## config.mk

```make
export PLATFORM = sky130hd
export DESIGN_NAME = sbus_host_sequencer
export DESIGN_NICKNAME = d
export VERILOG_FILES = /design/src/rtl/sbus_host_sequencer.sv
export SDC_FILE = /design/constraint.sdc
export NUM_CORES = 1
export LEC_CHECK = 0
export ABC_AREA = 1
export CAP_MARGIN = 0
export CORE_ASPECT_RATIO = 1.2
export CORE_MARGIN = 3
export CORE_UTILIZATION = 25
export DETAILED_ROUTE_END_ITERATION = 6
export PLACE_DENSITY_LB_ADDON = 0.12
export SYNTH_ARGS = -nofsm -noshare
export SYNTH_HDL_FRONTEND = slang
export SYNTH_SLANG_ARGS = --single-unit
```

## constraint.sdc

```tcl
create_clock -name clk -period 1.9 [get_ports clk]
set_input_delay 0.19 -clock clk [delete_from_list [all_inputs] [get_ports clk]]
set_output_delay 0.19 -clock clk [all_outputs]
set_load 0.005 [all_outputs]
```

## src/rtl/sbus_host_sequencer.sv

```systemverilog
// Host-side sequencer for the strobe-based peripheral bus: runs one
// write-args / start / poll / read-results transaction per accepted command.
module sbus_host_sequencer #(
  parameter logic [15:0] ADDR_A1       = 16'h037F,
  parameter logic [15:0] ADDR_A2       = 16'h0388,
  parameter logic [15:0] ADDR_CTRL     = 16'h03A0,
  parameter logic [15:0] ADDR_RES      = 16'h0390,
  parameter logic [15:0] ADDR_CNT      = 16'h0398,
  parameter int unsigned STROBE_CYCLES = 1,
  parameter int unsigned POLL_GAP      = 2,
  parameter int unsigned POLL_LIMIT    = 16
) (
  input  logic        clk,
  input  logic        n_reset,
  input  logic        cmd_valid,
  output logic        cmd_ready,
  input  logic [23:0] cmd_a1,
  input  logic [23:0] cmd_a2,
  output logic        rsp_valid,
  input  logic        rsp_ready,
  output logic [31:0] rsp_result,
  output logic [23:0] rsp_ones,
  output logic        rsp_timeout,
  output logic [15:0] saddress,
  output logic        srd,
  output logic        swr,
  output logic [31:0] sdata_out,
  input  logic [31:0] sdata_in,
  output logic [15:0] txn_count
);

  typedef enum logic [3:0] {
    StIdle, StWrA1, StWrA2, StWrStart, StPoll, StPollWait,
    StRdRes0, StRdRes1, StRdCnt, StResp
  } state_e;

  typedef enum logic [1:0] {PhSetup, PhStrobe, PhHold} phase_e;

  state_e      state_q, state_d;
  phase_e      phase_q, phase_d;
  logic [7:0]  cnt_q, cnt_d;
  logic [15:0] poll_q, poll_d;
  logic [23:0] a2_q, a2_d;
  logic [15:0] saddress_q, saddress_d;
  logic [31:0] sdata_q, sdata_d;
  logic        srd_q, srd_d, swr_q, swr_d;
  logic        rsp_valid_q, rsp_valid_d;
  logic [31:0] result_q, result_d;
  logic [23:0] ones_q, ones_d;
  logic        timeout_q, timeout_d;
  logic [15:0] txn_q, txn_d;
  logic        ready_q, ready_d;

  logic        is_acc, is_wr, acc_done, start_acc;
  logic [15:0] acc_addr;
  logic [31:0] acc_data;

  assign is_acc = state_q inside {StWrA1, StWrA2, StWrStart, StPoll, StRdRes0, StRdRes1, StRdCnt};
  assign is_wr  = state_q inside {StWrA1, StWrA2, StWrStart};

  always_comb begin
    state_d     = state_q;
    phase_d     = phase_q;
    cnt_d       = cnt_q;
    poll_d      = poll_q;
    a2_d        = a2_q;
    saddress_d  = saddress_q;
    sdata_d     = sdata_q;
    srd_d       = srd_q;
    swr_d       = swr_q;
    rsp_valid_d = rsp_valid_q;
    result_d    = result_q;
    ones_d      = ones_q;
    timeout_d   = timeout_q;
    txn_d       = txn_q;
    acc_done    = 1'b0;
    start_acc   = 1'b0;
    acc_addr    = saddress_q;
    acc_data    = 32'd0;

    // Shared SETUP / STROBE / HOLD sub-sequence for every bus access.
    if (is_acc) begin
      unique case (phase_q)
        PhSetup: begin
          phase_d = PhStrobe;
          cnt_d   = 8'd0;
          swr_d   = is_wr;
          srd_d   = ~is_wr;
        end
        PhStrobe: begin
          if (cnt_q == 8'(STROBE_CYCLES - 1)) begin
            phase_d = PhHold;
            swr_d   = 1'b0;
            srd_d   = 1'b0;
          end else begin
            cnt_d = cnt_q + 8'd1;
          end
        end
        PhHold:  acc_done = 1'b1;
        default: phase_d = PhSetup;
      endcase
    end

    unique case (state_q)
      StIdle: begin
        if (cmd_valid) begin
          a2_d      = cmd_a2;
          result_d  = 32'd0;
          ones_d    = 24'd0;
          timeout_d = 1'b0;
          state_d   = StWrA1;
          start_acc = 1'b1;
          acc_addr  = ADDR_A1;
          acc_data  = {8'd0, cmd_a1};
        end
      end
      StWrA1: if (acc_done) begin
        state_d   = StWrA2;
        start_acc = 1'b1;
        acc_addr  = ADDR_A2;
        acc_data  = {8'd0, a2_q};
      end
      StWrA2: if (acc_done) begin
        state_d   = StWrStart;
        start_acc = 1'b1;
        acc_addr  = ADDR_CTRL;
      end
      StWrStart: if (acc_done) begin
        state_d   = StPoll;
        poll_d    = 16'd0;
        start_acc = 1'b1;
        acc_addr  = ADDR_CTRL;
      end
      StPoll: if (acc_done) begin
        poll_d = poll_q + 16'd1;
        if (!sdata_in[1]) begin
          state_d   = StRdRes0;
          start_acc = 1'b1;
          acc_addr  = ADDR_RES;
        end else if (32'(poll_q) + 32'd1 >= POLL_LIMIT) begin
          timeout_d   = 1'b1;
          rsp_valid_d = 1'b1;
          state_d     = StResp;
        end else if (POLL_GAP == 0) begin
          start_acc = 1'b1;
          acc_addr  = ADDR_CTRL;
        end else begin
          state_d = StPollWait;
          cnt_d   = 8'd0;
        end
      end
      StPollWait: begin
        if (cnt_q == 8'(POLL_GAP - 1)) begin
          state_d   = StPoll;
          start_acc = 1'b1;
          acc_addr  = ADDR_CTRL;
        end else begin
          cnt_d = cnt_q + 8'd1;
        end
      end
      // First result read returns the stale value; only the second is kept.
      StRdRes0: if (acc_done) begin
        state_d   = StRdRes1;
        start_acc = 1'b1;
        acc_addr  = ADDR_RES;
      end
      StRdRes1: if (acc_done) begin
        result_d  = sdata_in;
        state_d   = StRdCnt;
        start_acc = 1'b1;
        acc_addr  = ADDR_CNT;
      end
      StRdCnt: if (acc_done) begin
        ones_d      = sdata_in[23:0];
        rsp_valid_d = 1'b1;
        state_d     = StResp;
      end
      StResp: begin
        if (rsp_ready) begin
          rsp_valid_d = 1'b0;
          txn_d       = txn_q + 16'd1;
          state_d     = StIdle;
        end
      end
      default: state_d = StIdle;
    endcase

    if (start_acc) begin
      phase_d    = PhSetup;
      saddress_d = acc_addr;
      sdata_d    = acc_data;
    end

    ready_d = (state_d == StIdle);
  end

  always_ff @(posedge clk or negedge n_reset) begin
    if (!n_reset) begin
      state_q     <= StIdle;
      phase_q     <= PhSetup;
      cnt_q       <= 8'd0;
      poll_q      <= 16'd0;
      a2_q        <= 24'd0;
      saddress_q  <= 16'd0;
      sdata_q     <= 32'd0;
      srd_q       <= 1'b0;
      swr_q       <= 1'b0;
      rsp_valid_q <= 1'b0;
      result_q    <= 32'd0;
      ones_q      <= 24'd0;
      timeout_q   <= 1'b0;
      txn_q       <= 16'd0;
      ready_q     <= 1'b0;
    end else begin
      state_q     <= state_d;
      phase_q     <= phase_d;
      cnt_q       <= cnt_d;
      poll_q      <= poll_d;
      a2_q        <= a2_d;
      saddress_q  <= saddress_d;
      sdata_q     <= sdata_d;
      srd_q       <= srd_d;
      swr_q       <= swr_d;
      rsp_valid_q <= rsp_valid_d;
      result_q    <= result_d;
      ones_q      <= ones_d;
      timeout_q   <= timeout_d;
      txn_q       <= txn_d;
      ready_q     <= ready_d;
    end
  end

  assign cmd_ready   = ready_q;
  assign rsp_valid   = rsp_valid_q;
  assign rsp_result  = result_q;
  assign rsp_ones    = ones_q;
  assign rsp_timeout = timeout_q;
  assign saddress    = saddress_q;
  assign srd         = srd_q;
  assign swr         = swr_q;
  assign sdata_out   = sdata_q;
  assign txn_count   = txn_q;

endmodule
```

==> summary.md <==
| Metric | Value |
|---|---|
| Outcome | `completed` |
| Kind of start point of the critical path | `flip-flop` |
| DRC marker count from the first detailed-route iteration | `approximately 240` |
| Max-cap violations | `0` |
| F_max | `~530 MHz` |
| Avg Synthesized Cell Area | `8.22 µm²` |
| VDD IR-drop max | `0.614 mV` |
| Diodes inserted | `0` |
| Total number of vias | `7096` |
| Clock tree from TritonCTS | `yes` |
| Ratio of total power to cell area | `between 1000 and 1500 nW/µm²` |
| Worst Path Max Fanout | `8` |
| Total iterations of the first detailed-routing run | `4` |
| Largest net degree at the start of global routing | `between 50 and 60` |
| # placed instances | `between 1500 and 2000` |
| Finished layout cell area | `~11000 µm²` |
| Netlist area before placement | `slightly below 8000 µm²` |
| Fraction of synthesized cell area taken by the top area cell type | `52.4%` |
| Post-synth cell types | `40` |
| Post-Route Utilization | `between 30% and 40%` |
| Wire length of the first global-routing pass | `39.9 mm` |
| Drt total wl | `25.2 mm` |
| Total power | `around 14000 µW` |
| Cell Count, Final, Fillers Out | `approximately 1600` |
| Post-synthesis sequential area ratio | `52.4%` |
| Fin. Hold Viols | `0` |
| Layout area overhead | `49.1%` |
| Std cell rows | `69` |
| Number of max-slew violations in the final report | `0` |
| Seq cells post-synth | `between 150 and 200` |
| Setup repair after global routing missed its margin | `yes` |
| Count of cells along the worst register-to-register path | `14` |
| Leading cell types by total area after synthesis | `sky130_fd_sc_hd__dfrtp_1 52%, sky130_fd_sc_hd__nand2_1 13%, sky130_fd_sc_hd__nand3_1 11%, sky130_fd_sc_hd__inv_1 4.2%, sky130_fd_sc_hd__o21ai_0 3.3%` |
| Via count of the first global-routing pass | `7232` |
| Library cell with the highest instance count after synthesis | `sky130_fd_sc_hd__nand2_1` |
| Final estimated routing congestion in global placement | `roughly 0.8` |
| Critical path data required time | `about 2.2 ns` |
| Post-detail-place hpwl | `17.1 mm` |
| Antenna violations before repair | `0` |
| Latest clock arrival within the worst-skew pair | `between 0.4 and 0.5 ns` |
| Num Clock Sinks | `roughly 160` |
| Port buffer count | `between 150 and 200` |
| Commonest cells in the synthesized netlist | `265 x sky130_fd_sc_hd__nand2_1, 162 x sky130_fd_sc_hd__nand3_1, 161 x sky130_fd_sc_hd__dfrtp_1, 86 x sky130_fd_sc_hd__inv_1, 54 x sky130_fd_sc_hd__nor2_1` |
| Remaining global-route overflow | `0` |
| Count of yosys warnings during synthesis | `0` |
| All-layer global routing usage | `between 10% and 20%` |
| Maximum root-to-sink buffer count | `2` |
| Period Utilization, post-route | `between 90 and 100%` |
| CP arrival | `between 2 and 2.5 ns` |
| Initial cell density of the core | `25.7%` |
| Root buffer selected by CTS | `sky130_fd_sc_hd__clkbuf_16` |
| Share of final-layout standard cells stronger than drive strength 1 | `between 10% and 20%` |
| # nets final | `between 1000 and 1500` |
| Area of the core | `approximately 30000 µm²` |
| Total CTS buffers | `17` |
| DRC errors left | `0` |
| Die Footprint | `around 33000 µm²` |
| Die Y-Extent | `~200 µm` |
| CTS H-tree depth | `4` |
| Remaining antenna violation count | `0` |
| Number of setup violations in the final report | `0` |
| I/O pin count | `roughly 210` |
| Synthesized netlist cell count | `936` |
| Critical Setup Path Class | `flip-flop to flip-flop` |
| Share of async-settable or async-resettable flops after synthesis | `100%` |
| Post-synth EDFFs | `0` |
| Hold/Removal Path Class | `primary input to asynchronous set/reset pin` |
| Setup crit end kind | `flip-flop` |
| WL/cell | `around 16 µm` |
| Worst setup skew after layout | `about 0.012 ns` |
| Static leakage power | `about 0.0053 µW` |
| Vias/cell | `around 4.4` |
| Main flop type after synthesis | `sky130_fd_sc_hd__dfrtp_1` |
| Cell area reported after detailed placement | `roughly 11000 µm²` |
| Leading area contributor after synthesis | `sky130_fd_sc_hd__dfrtp_1` |
| Clock-pin transition on the worst setup and hold timing paths | `0.07 ns` |
| Minimum clock period | `between 1.5 and 2 ns` |
| X dimension of the die | `around 170 µm` |
## sequential cells by signal, indices dropped and copies added (netlist names), 2 cells and up
signal and count:
a2_q 24, cnt_q 8, phase_q 2, poll_q 16
rsp_ones 24, rsp_result 32, saddress 6, sdata_out 24
state_q 4, txn_count 16
## worst paths after layout
path	start	endpoint	slack, ns
max	poll_q[0]	cnt_q[5]	0.001
min	n_reset	poll_q[13]	0.21
max reg2reg	poll_q[0]	cnt_q[5]	0.001
min reg2reg	sdata_out[20]	sdata_out[20]	0.48
max in group asynchronous	n_reset	sdata_out[0]	1.02
min in group clk	cmd_a2[0]	a2_q[0]	0.29
## cell families after synthesis
group	after synthesis	synth area share, %
compound gates	81	5.93
xor+xnor	24	2.73
fa+ha+maj	6	0.976
buf+inv	146	8.59
flops	161	52.4
mux	1	0.146
other cells	1	0.0487
simple gates	516	29.2
## area by class of cell
class                   instances  area, µm²
clock buffers                  18        439
clock inverters                14        171
fillers                      3098      18500
inverters                      92        348
multi-input cells             642       3240
flip-flops and latches        161       4030
well taps                     390        488
repair buffers                279       2750
## worst max-delay path, stage by stage (launching register included)
cell	delay, ns
sky130_fd_sc_hd__dfrtp_1	0.40
sky130_fd_sc_hd__ha_4	0.17
sky130_fd_sc_hd__nand2_4	0.05
sky130_fd_sc_hd__nor2_4	0.20
sky130_fd_sc_hd__nand2_2	0.09
sky130_fd_sc_hd__nand2_2	0.07
sky130_fd_sc_hd__nand2_2	0.05
sky130_fd_sc_hd__nor2_1	0.10
sky130_fd_sc_hd__nand3_1	0.09
sky130_fd_sc_hd__nor2_2	0.16
sky130_fd_sc_hd__nand2_2	0.08
sky130_fd_sc_hd__nand2_2	0.08
sky130_fd_sc_hd__nand2_4	0.10
sky130_fd_sc_hd__nand2_1	0.10
sky130_fd_sc_hd__nand2_1	0.05
## routing by layer
layer | routed length (µm) | vias to the layer above | GRT usage [%]
met5 | 0 | - | 0
met4 | 261 | 0 | 3.79
met3 | 1780 | 20 | 5.01
met2 | 12200 | 167 | 25.1
met1 | 10900 | 3401 | 19.0
li1 | - | 3508 | -
## report_power, final
part | switching [µW] | total [µW] | internal (µW)
clock network | 1590 | 3610 | 2020
registers | 648 | 5070 | 4420
logic | 3000 | 5800 | 2800
## stage by stage
stage	TNS (ns)	hold slack [ns]	worst slack, ns
floorplan	0	-0.106	0.00659
global placement	-4.46	0.102	-0.299
detailed placement	-4.19	0.104	-0.352
CTS	0	0.211	0.0116
global route	-1.65	0.238	-0.163
finish	0	0.209	0.00141
## timing repair
action | CTS | global route
pin swaps | 3 | 27
gates resized for setup | 16 | 49
hold buffers | 1 | 0
endpoints found under the hold margin | 27 | 0
cloned | 1 | 2
buffers inserted | 2 | 6
endpoints found under the setup margin | 61 | 92
## placed cells by master, fill, tap and decap left out, types with 4 or more instances in the layout
cell type,instances
sky130_fd_sc_hd__buf_12,8
sky130_fd_sc_hd__nand2_1,245
sky130_fd_sc_hd__xor2_1,15
sky130_fd_sc_hd__nor2_1,38
sky130_fd_sc_hd__a21oi_1,6
sky130_fd_sc_hd__o22ai_1,12
sky130_fd_sc_hd__o21ai_1,7
sky130_fd_sc_hd__nand2_2,20
sky130_fd_sc_hd__nand3_1,160
sky130_fd_sc_hd__nor2_2,15
sky130_fd_sc_hd__dfrtp_1,158
sky130_fd_sc_hd__clkbuf_16,19
sky130_fd_sc_hd__nor3_1,4
sky130_fd_sc_hd__or2_2,6
sky130_fd_sc_hd__clkdlybuf4s50_1,193
sky130_fd_sc_hd__inv_2,6
sky130_fd_sc_hd__xnor2_1,9
sky130_fd_sc_hd__nand4_1,8
sky130_fd_sc_hd__buf_6,5
sky130_fd_sc_hd__conb_1,14
sky130_fd_sc_hd__buf_4,69
sky130_fd_sc_hd__inv_1,84
sky130_fd_sc_hd__ha_1,5
sky130_fd_sc_hd__o21ai_0,48
sky130_fd_sc_hd__nor2_4,8
(Power assumes the default switching activity.)
